[config.mk]
export PLATFORM = sky130hd
export DESIGN_NAME = piano_key_scheduler
export DESIGN_NICKNAME = d
export VERILOG_FILES = /design/src/rtl/piano_pkg.sv /design/src/rtl/key_debouncer.sv /design/src/rtl/piano_key_scheduler.sv
export SDC_FILE = /design/constraint.sdc
export NUM_CORES = 1
export LEC_CHECK = 0
export ABC_AREA = 1
export BUFFER_PORTS_ARGS = -buffer_cell sky130_fd_sc_hd__buf_2
export CAP_MARGIN = 20
export CELL_PAD_IN_SITES_DETAIL_PLACEMENT = 1
export CELL_PAD_IN_SITES_GLOBAL_PLACEMENT = 1
export CORE_AREA = 2 2 126 220
export DETAILED_ROUTE_END_ITERATION = 16
export DIE_AREA = 0 0 128 222
export HOLD_SLACK_MARGIN = 0.06
export MAX_ROUTING_LAYER = met4
export PLACE_DENSITY = 0.94
export SKIP_CTS_REPAIR_TIMING = 1
export SLEW_MARGIN = 30
export SYNTH_ARGS = -nofsm -noshare
export SYNTH_HDL_FRONTEND = slang
export SYNTH_SLANG_ARGS = --single-unit
[constraint.sdc]
create_clock -name iClk -period 3.3 [get_ports iClk]
set_clock_uncertainty 0.05 [all_clocks]
set_input_delay 0.33 -clock iClk [delete_from_list [all_inputs] [get_ports iClk]]
set_output_delay 0.33 -clock iClk [all_outputs]
set_load 0.005 [all_outputs]
[src/rtl/piano_pkg.sv]
// Shared types and constants for the piano key scheduler: FSM states and the
// C4..C5 tone table expressed as half-periods of the 1 MHz system clock.
package piano_pkg;

   typedef enum logic [1:0] {
      IDLE,
      PLAY,
      GAP
   } state_e;

   localparam int NUM_KEYS = 8;

   localparam logic [15:0] HALF_PERIOD [NUM_KEYS] = '{
      16'd1911, 16'd1703, 16'd1517, 16'd1432,
      16'd1276, 16'd1136, 16'd1012, 16'd956
   };

endpackage

[src/rtl/key_debouncer.sv]
// Conditions one raw key: 2-flop synchronizer, stable-level debouncer and a
// single-cycle pulse on each accepted press.
module key_debouncer #(
   parameter int DEBOUNCE_CYCLES = 10000,
   parameter int CNT_W           = 21
) (
   input  logic iClk,
   input  logic iReset_n,
   input  logic iKey,
   output logic oPress
);

   logic             sync1_q, sync2_q;
   logic             level_q, level_d;
   logic             press_q, press_d;
   logic [CNT_W-1:0] cnt_q, cnt_d;

   always_ff @(posedge iClk) begin
      if (!iReset_n) begin
         sync1_q <= 1'b0;
         sync2_q <= 1'b0;
         level_q <= 1'b0;
         press_q <= 1'b0;
         cnt_q   <= '0;
      end else begin
         sync1_q <= iKey;
         sync2_q <= sync1_q;
         level_q <= level_d;
         press_q <= press_d;
         cnt_q   <= cnt_d;
      end
   end

   // Any cycle where the synchronized level agrees with the accepted one
   // restarts the count, so a bounce never accumulates toward a change.
   always_comb begin
      level_d = level_q;
      press_d = 1'b0;
      cnt_d   = '0;
      if (sync2_q != level_q) begin
         if (cnt_q == CNT_W'(DEBOUNCE_CYCLES - 1)) begin
            level_d = sync2_q;
            press_d = sync2_q;
         end else begin
            cnt_d = cnt_q + 1'b1;
         end
      end
   end

   assign oPress = press_q;

endmodule

[src/rtl/piano_key_scheduler.sv]
// Debounces the key matrix, picks one note per press burst, sequences it as a
// fixed ring window (with a silent gap on retrigger) and drives the buzzer.
module piano_key_scheduler #(
   parameter int NUM_KEYS        = 8,
   parameter int HOLD_CYCLES     = 200000,
   parameter int GAP_CYCLES      = 2000,
   parameter int DEBOUNCE_CYCLES = 10000,
   parameter int CNT_W           = 21
) (
   input  logic                iClk,
   input  logic                iReset_n,
   input  logic [NUM_KEYS-1:0] iKeys,
   output logic                oPlay,
   output logic [2:0]          oNoteIdx,
   output logic                oBuzzer,
   output logic                oBusy
);

   import piano_pkg::*;

   logic [NUM_KEYS-1:0] press;
   logic                anyPress;
   logic [2:0]          winner;

   state_e              state_q, state_d;
   logic [CNT_W-1:0]    hold_q, hold_d;
   logic [CNT_W-1:0]    gap_q, gap_d;
   logic [2:0]          note_q, note_d;
   logic [2:0]          pend_q, pend_d;
   logic [15:0]         tone_q, tone_d;
   logic                buzz_q, buzz_d;

   for (genvar g = 0; g < NUM_KEYS; g++) begin : gKey
      key_debouncer #(
         .DEBOUNCE_CYCLES (DEBOUNCE_CYCLES),
         .CNT_W           (CNT_W)
      ) uDebouncer (
         .iClk     (iClk),
         .iReset_n (iReset_n),
         .iKey     (iKeys[g]),
         .oPress   (press[g])
      );
   end

   // Scanning from the top down leaves the lowest pressed index as winner.
   always_comb begin
      winner   = '0;
      anyPress = 1'b0;
      for (int i = NUM_KEYS - 1; i >= 0; i--) begin
         if (press[i]) begin
            winner   = 3'(i);
            anyPress = 1'b1;
         end
      end
   end

   always_ff @(posedge iClk) begin
      if (!iReset_n) begin
         state_q <= IDLE;
         hold_q  <= '0;
         gap_q   <= '0;
         note_q  <= '0;
         pend_q  <= '0;
         tone_q  <= '0;
         buzz_q  <= 1'b0;
      end else begin
         state_q <= state_d;
         hold_q  <= hold_d;
         gap_q   <= gap_d;
         note_q  <= note_d;
         pend_q  <= pend_d;
         tone_q  <= tone_d;
         buzz_q  <= buzz_d;
      end
   end

   // A new press always beats window expiry; during the gap it only
   // replaces the pending note and leaves the gap timer running.
   always_comb begin
      state_d = state_q;
      hold_d  = hold_q;
      gap_d   = gap_q;
      note_d  = note_q;
      pend_d  = pend_q;
      tone_d  = '0;
      buzz_d  = 1'b0;
      case (state_q)
         IDLE: begin
            if (anyPress) begin
               state_d = PLAY;
               note_d  = winner;
               hold_d  = '0;
            end
         end
         PLAY: begin
            if (anyPress) begin
               state_d = GAP;
               pend_d  = winner;
               gap_d   = '0;
            end else if (hold_q == CNT_W'(HOLD_CYCLES - 1)) begin
               state_d = IDLE;
            end else begin
               hold_d = hold_q + 1'b1;
            end
         end
         GAP: begin
            if (anyPress) begin
               pend_d = winner;
            end
            if (gap_q == CNT_W'(GAP_CYCLES - 1)) begin
               state_d = PLAY;
               note_d  = anyPress ? winner : pend_q;
               hold_d  = '0;
               gap_d   = '0;
            end else begin
               gap_d = gap_q + 1'b1;
            end
         end
         default: state_d = IDLE;
      endcase

      // The tone only runs while staying in PLAY, so every entry starts from zero.
      if ((state_q == PLAY) && (state_d == PLAY)) begin
         if (tone_q == HALF_PERIOD[note_q] - 16'd1) begin
            tone_d = '0;
            buzz_d = ~buzz_q;
         end else begin
            tone_d = tone_q + 16'd1;
            buzz_d = buzz_q;
         end
      end
   end

   assign oPlay    = (state_q == PLAY);
   assign oBusy    = (state_q != IDLE);
   assign oNoteIdx = note_q;
   assign oBuzzer  = buzz_q;

endmodule

* Yosys cells after proc, flatten, opt, wreduce, memory -nomap -nowiden *
Memories as Yosys holds them, arrays and structs flattened.
Index checks and enable logic that the tools add are counted.

word-level totals
  bits in read-only memories = 128
  bits of input ports = 10
  flip-flop bits (word level) = 267
  logic and storage cells = 170
  memories = 1
  output and inout bits = 6

memory list
  memory           depth  width  rd ports  clocked after memory_dff  write ports  RTL line                    source
  (no name shown)  8      16     1         0                         0            piano_key_scheduler.sv:124  if (tone_q == HALF_PERIOD[note_q] - 16'd1) begin

cells by class
  add/sub/neg operators = 12
  $lt $le $gt $ge = 1
  multiplexer cells = 34
  equality and inequality tests = 27
  reduce and logical (&&, ||, !) cells = 36
  bitwise operators = 12

operators with widths
  cell                     number
  $add A21 B1 Y21 const B  10
  $eq A21 B14 Y1 const B   8
  $mux W21                 5
  $pmux W21 S3             1
  $pmux W21 S2             1
  $mux W3                  11
  $mux W16                 2
  $reduce_and A3 Y1        9
  $reduce_or A3 Y1         9
  $eq A21 B11 Y1 const B   1
  $eq A21 B18 Y1 const B   1
  $reduce_and A2 Y1        10
  $add A16 B1 Y16 const B  1
  $eq A16 B16 Y1           1
  $sub A16 B1 Y16 const B  1
  $not A1 Y1               11
  $mux W1                  8
  $mux W2                  4
  $ne A1 B1 Y1             8
  $ne A2 B2 Y1 const B     4
  $pmux W2 S3              1
  $pmux W3 S2              1
  $reduce_bool A2 Y1       3
  $reduce_and A5 Y1        1
  other kinds (9)          10

* Longest topological paths before layout *
Gate-level depths: netlist of the first run.

  word-level depth = 14
  depth in mapped cells = 18
  gate-level depth less buffers = 15

* Cells and area by module *
From an unflattened synthesis of the first run, not the netlist that was laid out.

second synthesis, totals
  cell total of the unflattened synthesis = 2149
  area total of the unflattened synthesis = 14481.4 µm²

modules (own cells, without submodules)
  module               instances  cells an instance  area an instance (µm²)  sequential area each (µm²)
  key_debouncer        8          184                1249.9                  500.5
  piano_key_scheduler  1          677                4481.8                  1341.3

* Worst setup path after synthesis of the first run *
Ideal clock, no wire load.

  path type = register to register
  start = register note_q[2], in the netlist oNoteIdx[2]
  end = register tone_q[10]
  stages on the path, launching flop included = 19
  data required time = 3133 ps
  setup time = 117 ps
  slack = 1058 ps
  arrival = 2076 ps
  path buffers = 3
  clock period less this slack = 2242 ps
  cell sequence = dfxtp_1 > buf_6 > inv_6 > buf_8 > ha_1 > inv_1 > ha_1 > inv_1 > nand2_1 > nand2_1 > nand2_1 > nand3_1 > nor2_1 > nand2_1 > nor2_1 > nand3_2 > nand2_4 > buf_12 > nor2_2

on the way
  cells in the longest elaborated chain, start to end = 7

ends and longest elaborated chain
  item                                         RTL line                    source
  from (decl)                                  piano_key_scheduler.sv:28   logic [2:0] note_q, note_d;
  from (signal assigned)                       piano_key_scheduler.sv:70   note_q <= note_d;
  $not A3 Y4 (not written as such)             piano_key_scheduler.sv:124
  $mem_v2 Z8 W16                               n/a
  $mux W16 (not written as such) (2 in a row)  piano_key_scheduler.sv:124
  $sub A16 B1 Y16                              piano_key_scheduler.sv:124
  $eq A16 B16 Y1                               piano_key_scheduler.sv:124
  $reduce_or A3 Y1 (no source line)            n/a
  to (signal assigned)                         piano_key_scheduler.sv:72   tone_q <= tone_d;
  to (decl)                                    piano_key_scheduler.sv:30   logic [15:0] tone_q, tone_d;

Every way passes these cells. The select of a mux whose other input is x is not followed.
A chain may end at the register's enable or synchronous reset.

* Worst setup path in the final report of the first run *
  start = register note_q[2], in the netlist oNoteIdx[2]
  end = register tone_q[4]

The elaborated chain is that of the path after synthesis.

==> out/summary.txt, run 1 <==
Largest net degree at the start of global routing -> 27
Die H -> 222 um
Post-synth top flop -> dfxtp_1
CTS tree -> yes
Psw -> 1.44 mW
Worst slew pin tran -> 0.707 ns
Clk sinks -> 267
Final Wtd Congestion -> 0.918
Fraction of layout cells with a size suffix above 1 -> 0.0719
Via Count -> 12600
Slew headroom -> 0.524
Number of nets with antenna violations after routing -> 0
Reg2Reg Setup Slack -> 0.70 ns
Post-synthesis cell type count -> 48
Die ar. -> 28400 um2
Post-route DRC -> 0
Internal -> 4.91 mW
Sw Share -> 0.227
Syn_nets -> 1904
Hold Startpoint -> iReset_n
Cell Rows -> 79
Final Max Slew Viols -> 0
Cell leakage power -> 5.22 nW
Post-synthesis sequential area ratio -> 0.405
Area of the mapped netlist -> 13200 um2
Fin crit period -> 2.60 ns
Placeable Area -> 26500 um2
Clock Power Share -> 0.477
1st-pass router iterations -> 5
#FFs+latches synth -> 267
Buffers on Ports -> 15
Worst setup startpoint -> oNoteIdx[2]
Comb power frac -> 0.014
DRT Wirelength -> 38500 um
Final Setup Violations -> 0
PwrDens -> 439 nW/um2
Register area -> 5350 um2
Max cap viols -> 0
Non-filler cells, final -> 2242
Syn Area/Cell -> 7.05 um2
Gr usage total -> 0.278
Worst-path clk slew -> 0.07 ns
Final WS setup -> 0.698 ns
CP Max Fanout -> 16
Endpoints failing hold -> 0
Ant diodes -> 0
Post-route cell area -> 14500 um2
Status -> finished clean
Horiz. Die Dim -> 128 um
Tcrit/Tclk final -> 0.788
Initial core utilization -> 0.498
R2R depth -> 15
Initial drt markers -> 525
Worst path arrival time -> 2.97 ns
Nets -> 1930
Worst min path class -> input port to flip-flop
RR Endpoint -> tone_q[4]
Number of global-route vias before repair -> 13700
Max Fclk -> 384 MHz
Placed insts -> 2186
Grt total ovfl -> 0
Multi-input logic area -> 6660 um2
Worst EP required -> 3.67 ns
Placed cell area -> 13500 um2
VDD IR-drop max -> 0.379 mV
Post-synth ARST share -> 0
DP Worst Slack -> 0.715 ns
Crit. End Element -> flip-flop
Via density -> 5.61
WHS Path Cells -> 3
Worst R2R Start -> oNoteIdx[2]
Area Overhead vs Synth -> 9.64%
# IOs -> 16
Critical path launch point type -> flip-flop
Worst Setup Path Type -> flip-flop to flip-flop
WL per Instance -> 17.2 um
Clock buffer depth -> 3
H-tree levels -> 1
Detailed Place HPWL -> 25800 um
Clock Latency Late Sink -> 0.55 ns
Antenna violations before repair -> 0
EDFF count, synth -> 0
Filler cells -> 3443
Syn Inst Count -> 1873
Endpoint of the worst hold path -> gKey[1].uDebouncer.level_q
Synth warn -> 0
Clk root buf -> clkbuf_16
RSZ-0062 raised after global routing -> false
CTS Buf Count -> 27
Setup TNS Final -> 0 ns
Share of power burned in registers -> 0.510
First-pass GRT wire length -> 63800 um
[power groups by stage]
stage          clock (mW)  combinational, mW  sequential (mW)
6_report             3.03             0.0865             3.24
5_1_grt              3.20             0.0961             3.24
4_1_cts              3.09             0.0789             3.24
3_5_place_dp            0             0.0765             3.31
3_3_place_gp            0             0.0728             3.31
2_1_floorplan           0             0.0487             3.31
[metal layers]
layer	global-route usage	part of all wire
met1	0.261	0.36
met2	0.537	0.56
met3	0.0314	0.025
met4	0.144	0.050
met5	-	0
[metrics by stage]
stage	power (mW)	hold slack (ns)	util
after floorplan	3.36	0.340	-
after global placement	3.39	0.348	0.511
after detailed placement	3.39	0.363	0.511
after CTS	6.41	-0.102	0.544
after global routing	6.54	0.260	0.547
final	6.36	0.240	0.547
[cells in the final DEF, fill, tap and decap left out, drive strengths merged, types with 27 or more instances in the layout]
cell    Yosys  routed
clkbuf     12      38
nor3       88      88
dfxtp     267     267
nand2     376     376
nor4       27      27
a21oi     125     125
o21ai      50      50
xor2       55      55
nor2      291     291
inv       264     264
nand3     112     112
nand4      55      55
[how the worst max path moves through the flow]
| stage | slack, ns | depth (start not counted) | to |
|---|---|---|---|
| after detailed placement | 0.72 | 15 | tone_q[4] |
| final | 0.70 | 15 | tone_q[4] |
| after floorplan | 1.06 | 18 | tone_q[10] |
| after CTS | 0.69 | 15 | tone_q[4] |
| after global placement | 0.84 | 15 | tone_q[2] |
| after global routing | 0.41 | 15 | tone_q[4] |
[worst max-delay path: stages (launching register included)]
cell and delay, ns:
dfxtp_1 0.63, inv_6 0.11, ha_1 0.20, inv_1 0.09, ha_1 0.21, inv_1 0.10, nand2_1 0.08, nand2_1 0.06
nand2_1 0.06, nand3_1 0.07, nor2_1 0.10, nand2_1 0.05, nor2_1 0.17, nand3_2 0.13, nand2_4 0.23, nor2_1 0.11
[state kept, by name, summed over array words and instances, names as in the netlist, 2 cells and up]
signal / count
gKey.uDebouncer.cnt_q: 168
gap_q: 21
hold_q: 21
tone_q: 16
gKey.uDebouncer.level_q: 8
gKey.uDebouncer.oPress: 8
gKey.uDebouncer.sync1_q: 8
gKey.uDebouncer.sync2_q: 8
oNoteIdx: 3
pend_q: 3
state_q: 2
[kinds of logic after synthesis]
family / after synthesis / share of synthesized area
buf+inv: 296 / 0.0907
fa+ha+maj: 21 / 0.0199
flops: 267 / 0.405
compound gates: 214 / 0.0896
simple gates: 1001 / 0.346
xor+xnor: 74 / 0.0491
[synth_stat cells (4+ instances only)]
master,number,area [um2]
a211oi_1,11,82.6
a21oi_1,123,616
a31oi_1,7,43.8
and3_1,7,43.8
buf_2,11,55.1
buf_6,4,45.0
clkbuf_1,12,45.0
dfxtp_1,267,5350
ha_1,21,263
inv_1,257,965
inv_2,5,18.8
nand2_1,369,1390
nand2_2,5,31.3
nand3_1,106,531
nand3_2,6,60.1
nand3b_1,5,37.5
nand4_1,55,344
nor2_1,272,1020
nor2_2,17,106
nor3_1,77,385
nor3_2,10,100
nor3b_1,19,143
nor4_1,25,156
o21a_1,12,90.1
o21ai_0,48,240
o21bai_1,4,30.0
or2_2,17,106
xnor2_1,19,166
xor2_1,55,482
[final cells by class]
type / instances / area share
repair buffers: 29 / 0.0147
clock inverters: 10 / 0.00527
inverters: 264 / 0.0690
well taps: 324 / 0.0280
clock buffers: 38 / 0.0537
multi-input cells: 1310 / 0.460
flip-flops and latches: 267 / 0.369
(Power assumes the default switching activity.)
==> inputs of run 2 (changes only) <==
ABC_AREA = 0   (was 1)
CORE_AREA = 2 2 122 214   (was 2 2 126 220)
DIE_AREA = 0 0 124 216   (was 0 0 128 222)
PLACE_DENSITY = 0.88   (was 0.94)
clock period = 2.6 ns   (was 3.3 ns; I/O delays follow)
==> out/summary.txt, run 2 <==
Filler cells -> 2934 (-15%)
Crit. End Element -> flip-flop
First-pass GRT wire length -> 49300 um (-23%)
Largest net degree at the start of global routing -> 46 (+70%)
Final Max Slew Viols -> 0 (unchanged)
Grt met2 use -> 0.440 (-0.0967)
Syn Inst Count -> 1383 (-26%)
Dominant cells by area after synthesis -> dfxtp_1 45%, xor2_1 9.5%, nor2_1 8.2%
Crit-path cells -> nor4_1 -> nand2_1 -> or3_1 -> a311o_1 -> or2_4 -> nor2_1
CP max stage cell -> nor4_1
Clock Latency Late Sink -> 0.54 ns (about the same)
1st-pass router iterations -> 4 (-1)
Met3 usage -> 0.0404 (+0.00906)
H-tree levels -> 1 (unchanged)
Syn Area/Cell -> 8.59 um2 (+22%)
Syn_nets -> 1414 (-26%)
Simple-Gate Fraction of Synth Area -> 0.298 (-0.0479)
Die H -> 216 um (-2.7%)
Fraction of layout cells with a size suffix above 1 -> 0.0840 (+0.0120)
Placed insts -> 1700 (-22%)
Fin crit period -> 2.68 ns (+0.0767 ns)
DRT Wirelength -> 30000 um (-22%)
Detailed Place HPWL -> 19800 um (-23%)
Number of nets with antenna violations after routing -> 0 (unchanged)
Clock buffer depth -> 3 (unchanged)
Post-route DRC -> 0 (unchanged)
DP Worst Slack -> -0.125 ns (-0.840 ns)
Area of the mapped netlist -> 11900 um2 (-10%)
Cell Rows -> 77 (-2.5%)
Grt total ovfl -> 0 (unchanged)
Commonest non-fill, non-tap cell in the layout -> dfxtp_1
PwrDens -> 597 nW/um2 (+36%)
Status -> complete, but fails checks
Via density -> 5.58 (-0.41%)
Worst slew pin tran -> 0.672 ns (-0.0351 ns)
Final Setup Violations -> 13 (+13)
Core Util, Final -> 0.539 (-0.00771)
Synth warn -> 0 (unchanged)
Clk root buf -> clkbuf_16
Ant diodes -> 0 (unchanged)
Max cap viols -> 0 (unchanged)
# IOs -> 16 (unchanged)
List of most frequent post-synthesis cells -> 267 x dfxtp_1, 260 x nor2_1, 129 x xor2_1
Gr busiest metal -> met2
Worst path arrival time -> 3.10 ns (+0.13 ns)
Post-Synth XOR/XNOR Area -> 0.153 (+0.104)
Clk sinks -> 267 (unchanged)
Routing usage on met1 -> 0.214 (-0.0467)
#FFs+latches synth -> 267 (unchanged)
WL per Instance -> 17.1 um (-0.64%)
Buffers on Ports -> 15 (unchanged)
Post-synthesis cell type count -> 54 (+13%)
CP Max Fanout -> 6 (-10)
Worst Setup Path Type -> flip-flop to flip-flop
Worst EP required -> 3.03 ns (-0.64 ns)
Top reg by flops -> gKey.uDebouncer.cnt_q
Most frequent cells in the layout -> 265 x dfxtp_1, 259 x nor2_1, 129 x xor2_1
Area Overhead vs Synth -> 13.6%
Tcrit/Tclk final -> 1.03 (+0.242)
CTS tree -> yes
Post-synthesis sequential area ratio -> 0.450 (+0.0451)
Placeable Area -> 25000 um2 (-5.4%)
Endpoints failing hold -> 0 (unchanged)
Post-synth ARST share -> 0 (unchanged)
Slew headroom -> 0.548 (+0.0236)
Horiz. Die Dim -> 124 um (-3.1%)
Leading area contributor after synthesis -> dfxtp_1
Number of global-route vias before repair -> 10600 (-23%)
Post-synth top flop -> dfxtp_1
CP peak stage delay -> 0.62 ns (about the same)
Die ar. -> 26800 um2 (-5.7%)
Antenna violations before repair -> 0 (unchanged)
EDFF count, synth -> 0 (unchanged)
Final Wtd Congestion -> 0.830 (-9.5%)
Most common cell in the netlist -> dfxtp_1
Mux cell area share after synthesis -> 0.0118 (+0.0118)
Post-synthesis adder-cell area fraction -> 0.0221 (+0.00222)
CTS Buf Count -> 26 (-3.7%)
Non-filler cells, final -> 1757 (-22%)
Initial core utilization -> 0.474 (-0.0242)
Final WS setup -> -0.0784 ns (-0.777 ns)
Pwr Total -> 8.06 mW (+27%)
Max Fclk -> 373 MHz (-2.9%)
Largest family of logic cells by synthesized area -> simple AND/OR/NAND/NOR gates
Failing checks -> negative setup slack
Setup TNS Final -> -0.617 ns (-0.617 ns)
Initial drt markers -> 401 (-24%)
Via Count -> 9811 (-22%)
Cell leakage power -> 4.62 nW (-11%)
Synth Area in Compound Gates -> 0.0400 (-0.0496)
Gr usage total -> 0.230 (-0.0475)
Worst min path class -> input port to flip-flop
Max reg flops -> 168 (unchanged)
Nets -> 1454 (-25%)
Post-synth top area share -> 0.450 (+0.0451)
Critical path launch point type -> flip-flop
Worst-path clk slew -> 0.07 ns (about the same)
VDD IR-drop max -> 0.583 mV (+54%)
Top flop regs -> gKey.uDebouncer.cnt_q: 168 flops, gap_q: 21 flops, hold_q: 21 flops
run 2: where the power goes:
| group | internal (mW) | switching [mW] |
|---|---|---|
| sequential | 4.10 | 0.0103 |
| clock | 2.23 | 1.62 |
| combinational | 0.0359 | 0.0573 |
run 2: final timing paths:
path,startpoint,endpoint,slack (ns),depth (start not counted)
min,iReset_n,state_q[0],0.07,3
max reg2reg,gKey[0].uDebouncer.oPress,tone_q[3],-0.08,6
max,gKey[0].uDebouncer.oPress,tone_q[3],-0.08,6
min reg2reg,gKey[1].uDebouncer.sync1_q,gKey[1].uDebouncer.sync2_q,0.39,1
run 2: kinds of logic after synthesis:
logic type | count (synthesis)
AO/OA/AOI/OAI | 78
XOR/XNOR | 206
adder cells (fa/ha/maj) | 21
buffers and inverters | 76
flip-flops | 267
multiplexers | 14
AND/OR/NAND/NOR | 721
run 2: critical path: cells and delay by family, from the launching register on:
family,cells,cell delay [ns]
AOI/OAI and AO/OA,1,0.44
DFF,1,0.34
and+or+nand+nor,5,1.77
run 2: routing by layer:
layer,part of all wire,wire [um]
met5,0,0
met4,0.041,1240
met3,0.031,940
met2,0.57,17000
met1,0.36,10800
run 2: final cells by class:
cell class	count	area, um2	area share
flip-flops and latches	267	5350	0.397
repair buffers	50	374	0.0277
well taps	316	395	0.0293
clock inverters	11	143	0.0106
multi-input cells	1041	6370	0.472
clock buffers	35	716	0.0530
inverters	37	144	0.0107
run 2: metrics by stage:
stage | instance area [um2] | hold WS (ns)
after floorplan | 11900 | 0.337
after global placement | 12400 | 0.368
after detailed placement | 12400 | 0.374
after CTS | 13300 | -0.143
after global routing | 13500 | 0.0558
final | 13500 | 0.0723
==> inputs of run 3 (changes only) <==
CTS_BUF_LIST = sky130_fd_sc_hd__clkbuf_16   (was not set)
==> out/summary.txt, run 3 (synthesis gave the netlist of run 2 again) <==
Commonest non-fill, non-tap cell in the layout -> dfxtp_1
Grt total ovfl -> 0 (unchanged)
Tcrit/Tclk final -> 1.03 (-0.00249)
R2R depth -> 6 (unchanged)
Initial drt markers -> 391 (-2.5%)
Die ar. -> 26800 um2 (unchanged)
Placed insts -> 1700 (unchanged)
Top reg by flops -> gKey.uDebouncer.cnt_q
Critical path launch point type -> flip-flop
Failing checks -> negative setup slack
First-pass GRT wire length -> 49400 um (+0.21%)
Psw -> 1.67 mW (-0.85%)
Core Util, Final -> 0.539 (about the same)
Max Fclk -> 374 MHz (+0.24%)
RR Endpoint -> tone_q[3]
Clock Power Share -> 0.473 (-0.005)
Horiz. Die Dim -> 124 um (unchanged)
Final Max Slew Viols -> 0 (unchanged)
Detailed Place HPWL -> 19800 um (unchanged)
Slew headroom -> 0.535 (-0.0125)
CP max stage cell -> nor4_1
Worst Setup Path Type -> flip-flop to flip-flop
Fraction of layout cells with a size suffix above 1 -> 0.0840 (unchanged)
CTS tree -> yes
Via Count -> 9820 (+0.092%)
Clock Latency Late Sink -> 0.54 ns (about the same)
Most frequent cells in the layout -> 265 x dfxtp_1, 259 x nor2_1, 129 x xor2_1
Hold Startpoint -> iReset_n
Setup TNS Final -> -0.565 ns (+0.0525 ns)
RSZ-0062 raised after global routing -> true
Sw Share -> 0.209 (about the same)
Worst EP required -> 3.02 ns (about the same)
Die H -> 216 um (unchanged)
DRT Wirelength -> 30100 um (+0.35%)
Buf/Inv on CP -> 0 (unchanged)
Comb power frac -> 0.012 (about the same)
Worst path arrival time -> 3.10 ns (about the same)
Worst min path class -> input port to flip-flop
PwrDens -> 592 nW/um2 (-0.85%)
Hold slack -> 0.0815 ns (+0.00915 ns)
Area Overhead vs Synth -> 13.6% (about the same)
Gr usage total -> 0.230 (about the same)
Clk root buf -> clkbuf_16
Worst R2R Start -> gKey[0].uDebouncer.oPress
Non-filler cells, final -> 1757 (unchanged)
Fin crit period -> 2.67 ns (-0.00647 ns)
Cell leakage power -> 4.65 nW (+0.49%)
Largest net degree at the start of global routing -> 46 (unchanged)
Crit-path cells -> nor4_1 -> nand2_1 -> or3_1 -> a311o_1 -> or2_4 -> nor2_1
Endpoints failing hold -> 0 (unchanged)
Endpoint of the worst hold path -> state_q[0]
Status -> complete, but fails checks
WHS Path Cells -> 3 (unchanged)
Max cap viols -> 0 (unchanged)
Final WS setup -> -0.0719 ns (+0.00647 ns)
Buffers on Ports -> 15 (unchanged)
Internal -> 6.31 mW (-0.91%)
Final Setup Violations -> 13 (unchanged)
Final Wtd Congestion -> 0.830 (unchanged)
Reg2Reg Setup Slack -> -0.07 ns (about the same)
Post-route DRC -> 0 (unchanged)
Antenna violations before repair -> 0 (unchanged)
Placeable Area -> 25000 um2 (unchanged)
CP top delay family -> simple AND/OR/NAND/NOR gates
Number of global-route vias before repair -> 10700 (+0.24%)
Top flop regs -> gKey.uDebouncer.cnt_q: 168 flops, gap_q: 21 flops, hold_q: 21 flops
CTS Buf Count -> 26 (unchanged)
Nets -> 1454 (unchanged)
Crit. End Element -> flip-flop
Via density -> 5.59 (about the same)
Ant diodes -> 0 (unchanged)
Share of power burned in registers -> 0.515 (+0.004)
VDD IR-drop max -> 0.575 mV (-1.3%)
Initial core utilization -> 0.474 (unchanged)
Cell Rows -> 77 (unchanged)
H-tree levels -> 1 (unchanged)
Pwr Total -> 7.98 mW (-0.90%)
Worst-path clk slew -> 0.07 ns (about the same)
Number of nets with antenna violations after routing -> 0 (unchanged)
Max reg flops -> 168 (unchanged)
# IOs -> 16 (unchanged)
WL per Instance -> 17.1 um (+0.35%)
1st-pass router iterations -> 4 (unchanged)
Clock buffer depth -> 3 (unchanged)
CP Max Fanout -> 6 (unchanged)
Worst slew pin tran -> 0.691 ns (+0.0185 ns)
CP peak stage delay -> 0.64 ns (+0.02 ns)
Clk sinks -> 267 (unchanged)
## run 3: cell types whose count changed in the layout (fill, tap and decap cells not counted), sizes merged
cell	before	now
clkbuf	35	27
inv	38	45
clkinv	5	6
## run 3: tightest hold or removal path, stage by stage
cell,delay (ns)
buf_2,0.13
nand2_1,0.16
a31oi_1,0.07
## run 3: cell type report
| type | count | area, um2 |
|---|---|---|
| Clock buffer | 27 | 676 |
| Clock inverter | 19 | 173 |
| Fill cell | 2932 | 11600 |
| Inverter | 37 | 144 |
| Multi-Input combinational cell | 1041 | 6380 |
| Sequential cell | 267 | 5350 |
| Tap cell | 316 | 395 |
| Timing Repair Buffer | 50 | 374 |
## run 3: metrics by stage
step / area [um2] / setup WS, ns
2_1_floorplan: 11900 / 0.0135
3_3_place_gp: 12400 / 0.107
3_5_place_dp: 12400 / -0.125
4_1_cts: 13200 / -0.134
5_1_grt: 13500 / -0.195
6_report: 13500 / -0.0719
## run 3: how the worst max path moves through the flow
stage	end	depth (start not counted)	start	slack [ns]
global placement	tone_q[3]	9	oNoteIdx[1]	0.11
global route	tone_q[3]	6	gKey[0].uDebouncer.oPress	-0.19
detailed placement	tone_q[3]	11	oNoteIdx[1]	-0.12
CTS	tone_q[3]	11	oNoteIdx[1]	-0.13
finish	tone_q[3]	6	gKey[0].uDebouncer.oPress	-0.07
floorplan	tone_q[4]	15	oNoteIdx[2]	0.01
## run 3: power groups by stage
stage                     Combinational (mW)  Sequential, mW  Clock (mW)
final                                 0.0934            4.11        3.78
after floorplan                       0.0527            4.20           0
after CTS                             0.0844            4.11        3.86
after global placement                0.0803            4.21           0
after detailed placement              0.0828            4.21           0
after global routing                   0.104            4.11        4.02
## run 3: layer usage
metal  share of wire  track usage  up-vias
met1            0.36        0.216     4832
met2            0.57        0.442      156
met3           0.033       0.0365       95
met5               0            -        -
met4           0.041        0.101        0
li1                -            -     4737
